$ cat src/rtl/jk_mod_counter.sv
// Modulo-MOD up/down counter whose state register is a bank of JK flip-flops.
// Optional one-hot decode of the count is built only when JK_DECODE_EN is defined.
module jk_mod_counter #(
   parameter int unsigned W   = 4,
   parameter int unsigned MOD = 10
) (
   input  logic           clk,
   input  logic           R,
   input  logic           en,
   input  logic           up,
   input  logic           load,
   input  logic [W-1:0]   load_val,
   output logic [W-1:0]   count,
   output logic [W-1:0]   j,
   output logic [W-1:0]   k,
   output logic           tc,
   output logic           err,
   output logic [MOD-1:0] dec
);

   localparam logic [W-1:0] LAST = W'(MOD - 1);

   logic [W-1:0] r_count;
   logic         r_err;
   logic [W-1:0] w_next;
   logic         w_illegal;
   logic         w_oob;
   logic         w_at_last;
   logic         w_at_zero;

   assign w_illegal = (32'(load_val) >= MOD);
   assign w_oob     = (32'(r_count) >= MOD);
   assign w_at_last = (r_count == LAST);
   assign w_at_zero = (r_count == '0);

   // Next-state selection: load beats count enable; out-of-range state recovers to 0.
   always_comb begin
      w_next = r_count;
      if (load) begin
         w_next = w_illegal ? '0 : load_val;
      end else if (en) begin
         if (w_oob)
            w_next = '0;
         else if (up)
            w_next = w_at_last ? '0 : r_count + W'(1);
         else
            w_next = w_at_zero ? LAST : r_count - W'(1);
      end
   end

   // JK excitation; forced quiet while reset is asserted.
   always_comb begin
      j = '0;
      k = '0;
      if (!R) begin
         j = ~r_count & w_next;
         k = r_count & ~w_next;
      end
   end

   assign tc = en & ~load & ((up & w_at_last) | (~up & w_at_zero));

   // JK bank: Q' = (J & ~Q) | (~K & Q).
   always_ff @(posedge clk) begin
      if (R) begin
         r_count <= '0;
         r_err   <= 1'b0;
      end else begin
         r_count <= (j & ~r_count) | (~k & r_count);
         r_err   <= load & w_illegal;
      end
   end

   assign count = r_count;
   assign err   = r_err;

`ifdef JK_DECODE_EN
   for (genvar gi = 0; gi < MOD; gi++) begin : g_dec
      assign dec[gi] = (r_count == W'(gi));
   end
`else
   assign dec = '0;
`endif

endmodule

$ cat config.mk
export PLATFORM = sky130hd
export DESIGN_NAME = jk_mod_counter
export DESIGN_NICKNAME = d
export VERILOG_FILES = /design/src/rtl/jk_mod_counter.sv
export SDC_FILE = /design/constraint.sdc
export NUM_CORES = 1
export LEC_CHECK = 0
export CORE_UTILIZATION = 43
export CTS_CLUSTER_DIAMETER = 40
export DETAILED_ROUTE_END_ITERATION = 10
export PLACE_DENSITY = 0.83
export SLEW_MARGIN = 15
export SYNTH_ARGS = -nofsm -noshare
export SYNTH_HDL_FRONTEND = slang
export SYNTH_SLANG_ARGS = --single-unit
$ cat constraint.sdc
create_clock -name clk -period 6.65 [get_ports clk]
set_input_delay 1.995 -clock clk [delete_from_list [all_inputs] [get_ports clk]]
set_output_delay 1.995 -clock clk [all_outputs]
set_load 0.01 [all_outputs]
Word-level counts from Yosys, hierarchy flattened

Cells that the tools add are included.

Bits in registers: 5
Input port bits: 9
Output and inout bits: 24
Logic and storage cells: 33

$add $sub $neg: 2
$lt $le $gt $ge: 2
Equal/unequal tests: 1
Mux-type cells: 9
Bitwise logic cells: 16
Reductions and logical operators: 1

Operator list:

| operator                                                           | number |
|---|---|
| 4-bit two-way mux                                                  | 9 |
| 4-bit AND                                                          | 4 |
| 4-bit NOT                                                          | 3 |
| 4-bit greater-or-equal comparator, second input constant           | 2 |
| 1-bit AND                                                          | 5 |
| 4-bit by 1-bit adder with 4-bit output, second input constant      | 1 |
| 4-bit equality test, second input constant                         | 1 |
| 4-bit logical NOT                                                  | 1 |
| 4-bit OR                                                           | 1 |
| 4-bit by 1-bit subtractor with 4-bit output, second input constant | 1 |
| 1-bit NOT                                                          | 2 |
| 1-bit OR                                                           | 1 |

Depth between registers and ports, before layout

Gate-level depths: netlist of the first run.

Depth after elaboration: 12
Mapped depth: 5
Mapped depth without buffers: 4

Worst setup path before layout of the first run

Ideal clock, no wire load.

Path type: input-to-output
Start point: in up
End point: out j[1]
Arrival time: 2994 ps
Required time: 4655 ps
Path slack: 1661 ps
Cell stages on the path: 4
Buffers on the path: 0
Path through: or3b_1 -> a221oi_1 -> o21ai_0 -> a21oi_1

Cells in the longest elaborated chain, start to end: 6

RTL lines:

| what              | line | text |
|---|---|---|
| start, declared   | 10   | `input logic up,` |
| 4-bit two-way mux | 44   | `else if (up)` |
| 4-bit two-way mux | 42   | `if (w_oob)` |
| 4-bit two-way mux | 41   | `end else if (en) begin` |
| 4-bit two-way mux | 39   | `if (load) begin` |
| 4-bit AND         | 56   | `j = ~r_count & w_next;` |
| 4-bit two-way mux | 55   | `if (!R) begin` |
| end, declared     | 14   | `output logic [W-1:0] j,` |

No other way between the ends.

Worst setup path after layout of the first run

Ends and elaborated chain as after synthesis.

==> impl_metrics.ini, run 1 <==
[outcome]
status = complete, no violations

[yosys]
yosys-top-cells-count = buf_4, nor2_1, dfxtp_1, o21ai_0
synth_area_leaders = buf_4, dfxtp_1, o41ai_2
ys_types = 42
synthCells = 91
synth.most_common_cell = buf_4
netlist_area_sq_um = 704
yosysWarnings = 0
synth_top_flop_cell = dfxtp_1
synth_top_area_share_pct = 16.0
async_reset_ff_share_pct = 0
synth.avg_cell_area_sq_um = 7.74
ys_seq_area_share_pct = 14.2
yosys.area.top_type = buf_4
synth-edff-count = 0
ys_seq_elements = 5

[cells_and_area]
final_cell_count_no_fill = 124
fillers = 139
finalNetCount = 118
syn_to_final_growth_pct = 23.6
diodes = 0
drive_gt1_share_pct = 11.1
postLayoutCoreUtil_pct = 57.1

[floorplanning]
die-area_sq_um = 1800
die_x_microns = 42.5
ios = 33
num_rows = 14
die_h_microns = 42.5
initial_core_util_pct = 46.2
core-area_sq_um = 1520

[cts]
clockRootBuffer = clkbuf_4
cts_setup_buffers = 0
cts.path.max_buffers = 2
cts_resized = 0
tritoncts_num_sinks = 5
clk_latency_ns = 0.24
tritoncts = yes
hold_buffers = 0
cts_made_buffers = 3
path_clk_slew_ns = 0.04
htree_levels = 1

[pwr]
internal_power_mw = 0.0780
ir_drop_mv = 0.0980
comb_power_share_pct = 38.2
powerDensity_nw_per_um2 = 136
p_leak_nw = 0.327
switching_share_pct = 34.0
seqPwrFrac_pct = 31.8
power_switching_mw = 0.0402
clock_power_share_pct = 30.0

[setup_path]
crit_type = in2out
cp_max_fo = 13
startpoint_type = input port
crit_required_ns = 4.66
end_kind = primary output
worstPathArrival_ns = 4.38

[drt]
wl_met3_microns = 96
wl_met2_microns = 859
vias_per_cell = 5.68
totalWireLength_microns = 1620
drc = 0
drtAntennaViolNets = 0
first_pass_iters = 4
num_vias = 704
routed.top_layer = met3
drt_iter0_markers = 25
wl_per_cell_microns = 13.0
wl_met1_microns = 661

[sta]
worst_pin_slew_ns = 0.515
hold_ws_ns = 0.794
finalCritPeriodShare_pct = 95.8
period_needed_ns = 6.37
final_max_slew_viol_count = 0
report.final.setup_viol = 0
slew_headroom_pct = 65.6
fmax_ghz = 0.157
clock_skew_ns = 0.00214
hold_viol = 0
rsz0062_at_grt = no
setup_tns_ns = 0

[global_route]
overflow = 0
grt_pass1_wl_microns = 2510
grt_max_degree = 18
grt_pass1_vias = 547
antenna_found_initial = 0
track_usage_pct = 18.0

[placed_design]
dpl.cell_count = 120
gp_congestion = 0.784
post-dp-hpwl_microns = 1160
port_buffers = 22

[run]
max_cap_viol_count = 0

[min_path]
min_path_type = reg2reg
-- through the flow --
stage          power, mW  area [sq um]  worst slack, ns
2_1_floorplan     0.0721           738             1.66
3_3_place_gp      0.0815           845            0.391
3_5_place_dp      0.0825           845            0.352
4_1_cts            0.119           871            0.317
5_1_grt            0.127           871            0.174
6_report           0.118           871            0.276
-- power by group through the flow --
stage	Sequential, mW	Combinational (mW)	Clock [mW]
2_1_floorplan	0.0350	0.0370	0
3_3_place_gp	0.0378	0.0437	0
3_5_place_dp	0.0380	0.0445	0
4_1_cts	0.0375	0.0448	0.0370
5_1_grt	0.0382	0.0489	0.0397
6_report	0.0376	0.0452	0.0355
-- layout by cell type, fill, tap and decap left out, types with 2 or more instances in the layout --
cell,synthesis,final
o41ai_2,2,2
nor2b_1,4,4
or3_1,2,2
o21ai_0,5,5
a21oi_1,4,4
o21a_1,3,3
nor3_1,2,2
clkbuf_4,0,3
nor3b_1,4,4
inv_1,2,2
nand3_1,3,3
xnor2_1,2,2
dfxtp_1,5,5
clkdlybuf4s50_1,0,22
nand2_1,3,3
conb_1,1,10
nor2_1,7,7
-- routing by layer --
metal,track usage (%),vias up
li1,-,342
met1,23.4,337
met2,30.5,25
met3,5.17,0
met4,1.88,0
met5,0,-
-- worst max-delay path: stages --
cell             delay (ns)
clkdlybuf4s50_1        0.64
or3b_1                 0.45
a221oi_1               0.36
o21ai_0                0.15
a21oi_1                0.20
clkdlybuf4s50_1        0.59
-- worst paths after layout --
check	from	endpoint	slack (ns)	depth (start not counted)
min	register	register	0.79	2
max	up	j[1]	0.28	6
min reg2reg	register	register	0.79	2
max reg2reg	register	register	4.91	4
-- final cells by class --
cell class / count / area, sq um / share of cell area [%]
flip-flops and latches: 5 / 100 / 11.5
well taps: 16 / 20.0 / 2.30
inverters: 2 / 7.51 / 0.862
multi-input cells: 75 / 497 / 57.0
clock buffers: 4 / 26.3 / 3.02
repair buffers: 22 / 220 / 25.3
-- logic make-up (layout without fill, tap and decap cells) --
family,Yosys count,in the layout,share of synthesized area [%]
AO/OA/AOI/OAI,26,26,29.5
buffers and inverters,20,28,20.1
other,1,10,0.532
flip-flops,5,5,14.2
XOR/XNOR,3,3,3.73
AND/OR/NAND/NOR,36,36,32.0
Power figures use the tool's default switching activity.
==> run 2: changes to the inputs <==
--- a/config.mk
+++ b/config.mk
@@ -5,10 +5,10 @@
 export SDC_FILE = /design/constraint.sdc
 export NUM_CORES = 1
 export LEC_CHECK = 0
-export CORE_UTILIZATION = 43
+export CORE_UTILIZATION = 25
 export CTS_CLUSTER_DIAMETER = 40
 export DETAILED_ROUTE_END_ITERATION = 10
-export PLACE_DENSITY = 0.83
+export DONT_BUFFER_PORTS = 1
 export SLEW_MARGIN = 15
 export SYNTH_ARGS = -nofsm -noshare
 export SYNTH_HDL_FRONTEND = slang
==> impl_metrics.ini, run 2 (synthesis results as in run 1) <==
[cts]
cts_resized = 0
tritoncts_num_sinks = 5
htree_levels = 1
tritoncts = yes
clockRootBuffer = clkbuf_4
path_clk_slew_ns = 0.04
cts_setup_buffers = 0
cts_made_buffers = 3
hold_buffers = 0
clk_latency_ns = 0.24
cts.path.max_buffers = 2

[global_route]
overflow = 0
grt_max_degree = 18
antenna_found_initial = 0
track_usage_pct = 10.5
grt_pass1_vias = 492
grt_pass1_wl_microns = 2280

[setup_path]
crit_type = in2out
startpoint_type = input port
crit_required_ns = 4.66
end_kind = primary output
r2r_cells = 4
reg2reg_slack_ns = 4.83
cp_max_fo = 13
crit_chain = or3b_1, a221oi_1, o21ai_0, a21oi_1
crit_path_max_incr_delay_ns = 0.37
worstPathArrival_ns = 3.18
crit_path_top_delay_cell = a221oi_1

[placed_design]
gp_congestion = 0.777
port_buffers = 0
post-dp-hpwl_microns = 1240
dpl_cell_area_sq_um = 642
dpl.cell_count = 112

[sta]
finalCritPeriodShare_pct = 77.8
final_max_slew_viol_count = 0
clock_skew_ns = 0.000784
slew_headroom_pct = 60.0
worst_pin_slew_ns = 0.599
setup_tns_ns = 0
hold_viol = 0
hold_ws_ns = 0.809
report.final.setup_viol = 0
rsz0062_at_grt = no
fmax_ghz = 0.193
period_needed_ns = 5.18

[floorplanning]
ios = 33
die-area_sq_um = 3030
die_x_microns = 55.1
initial_core_util_pct = 27.4
die_h_microns = 55.1
num_rows = 18
core-area_sq_um = 2570

[drt]
vias_per_cell = 5.29
first_pass_iters = 4
wl_per_cell_microns = 14.0
num_vias = 614
drc = 0
totalWireLength_microns = 1620
drtAntennaViolNets = 0
drt_iter0_markers = 19

[cells_and_area]
diodes = 0
seq_area_sq_um = 100
multi_input_area_sq_um = 497
final_design_area_no_fill_sq_um = 668
syn_to_final_growth_pct = -5.15
drive_gt1_share_pct = 14.0
final_cell_count_no_fill = 116
fillers = 299
layout_common_cells = conb_1, nor2_1, o21ai_0, dfxtp_1
finalNetCount = 96
final_common_cell = conb_1

[run]
max_cap_viol_count = 0

[pwr]
finalPower_mw = 0.102
ir_drop_mv = 0.0563
powerDensity_nw_per_um2 = 152
p_leak_nw = 0.247

[outcome]
status = complete, no violations

[min_path]
min_path_cells = 2
min_path_type = reg2reg
## run 2: cell types whose count changed in the layout (fill, tap and decap cells not counted), sizes merged
| cell | change |
|---|---|
| clkdlybuf4s50 | -22 |
## run 2: worst max-delay path, delay by kind of cell
kind	cells	cell delay (ns)
compound gates	3	0.85
simple gates	1	0.34
## run 2: layout make-up
cell class / count / area share, %
multi-input cells: 75 / 74.3
flip-flops and latches: 5 / 15.0
well taps: 30 / 5.62
clock buffers: 4 / 3.93
inverters: 2 / 1.12
## run 2: power breakdown
group | switching [mW] | internal (mW)
registers | 0.00695 | 0.0319
logic | 0.0146 | 0.0129
clock network | 0.0125 | 0.0227
total | 0.0340 | 0.0675
## run 2: how the worst max path moves through the flow
stage / from / to / slack [ns] / depth (start not counted)
floorplan: up / j[1] / 1.66 / 4
global placement: up / j[1] / 1.53 / 4
detailed placement: up / j[1] / 1.49 / 4
CTS: up / j[1] / 1.48 / 4
global route: up / j[1] / 1.42 / 4
finish: up / j[1] / 1.47 / 4
## run 2: stage by stage
step                setup slack [ns]  utilization [%]
finish                          1.47             26.0
global route                    1.42             26.0
CTS                             1.48             26.0
detailed placement              1.49             25.0
global placement                1.53             25.0
floorplan                       1.66                -
## run 2: per-layer routing
metal  global-route usage (%)  up-vias  part of all wire [%]
met2                     17.9       24                    49
met3                     3.28        2                    11
met1                     11.8      292                    39
met5                        0        -                     0
li1                         -      296                     -
met4                     4.58        0                  0.62
==> run 3: changes to the inputs <==
==> constraint.sdc (replaced) <==
create_clock -name clk -period 5.21 [get_ports clk]
set_input_delay 1.563 -clock clk [delete_from_list [all_inputs] [get_ports clk]]
set_output_delay 1.563 -clock clk [all_outputs]
set_load 0.01 [all_outputs]
==> results of run 3 <==
The final DEF is identical to that of run 2. Status: complete, no violations.
Main changes from that run: final weighted congestion in routability-driven placement 0.777 -> 0.776; setup slack after placement 1.49 ns -> 0.916 ns; setup slack after layout 1.47 ns -> 0.899 ns; register-to-register setup slack 4.83 ns -> 3.39 ns; total power 0.102 mW -> 0.130 mW; worst IR drop on VDD 0.0563 mV -> 0.0719 mV
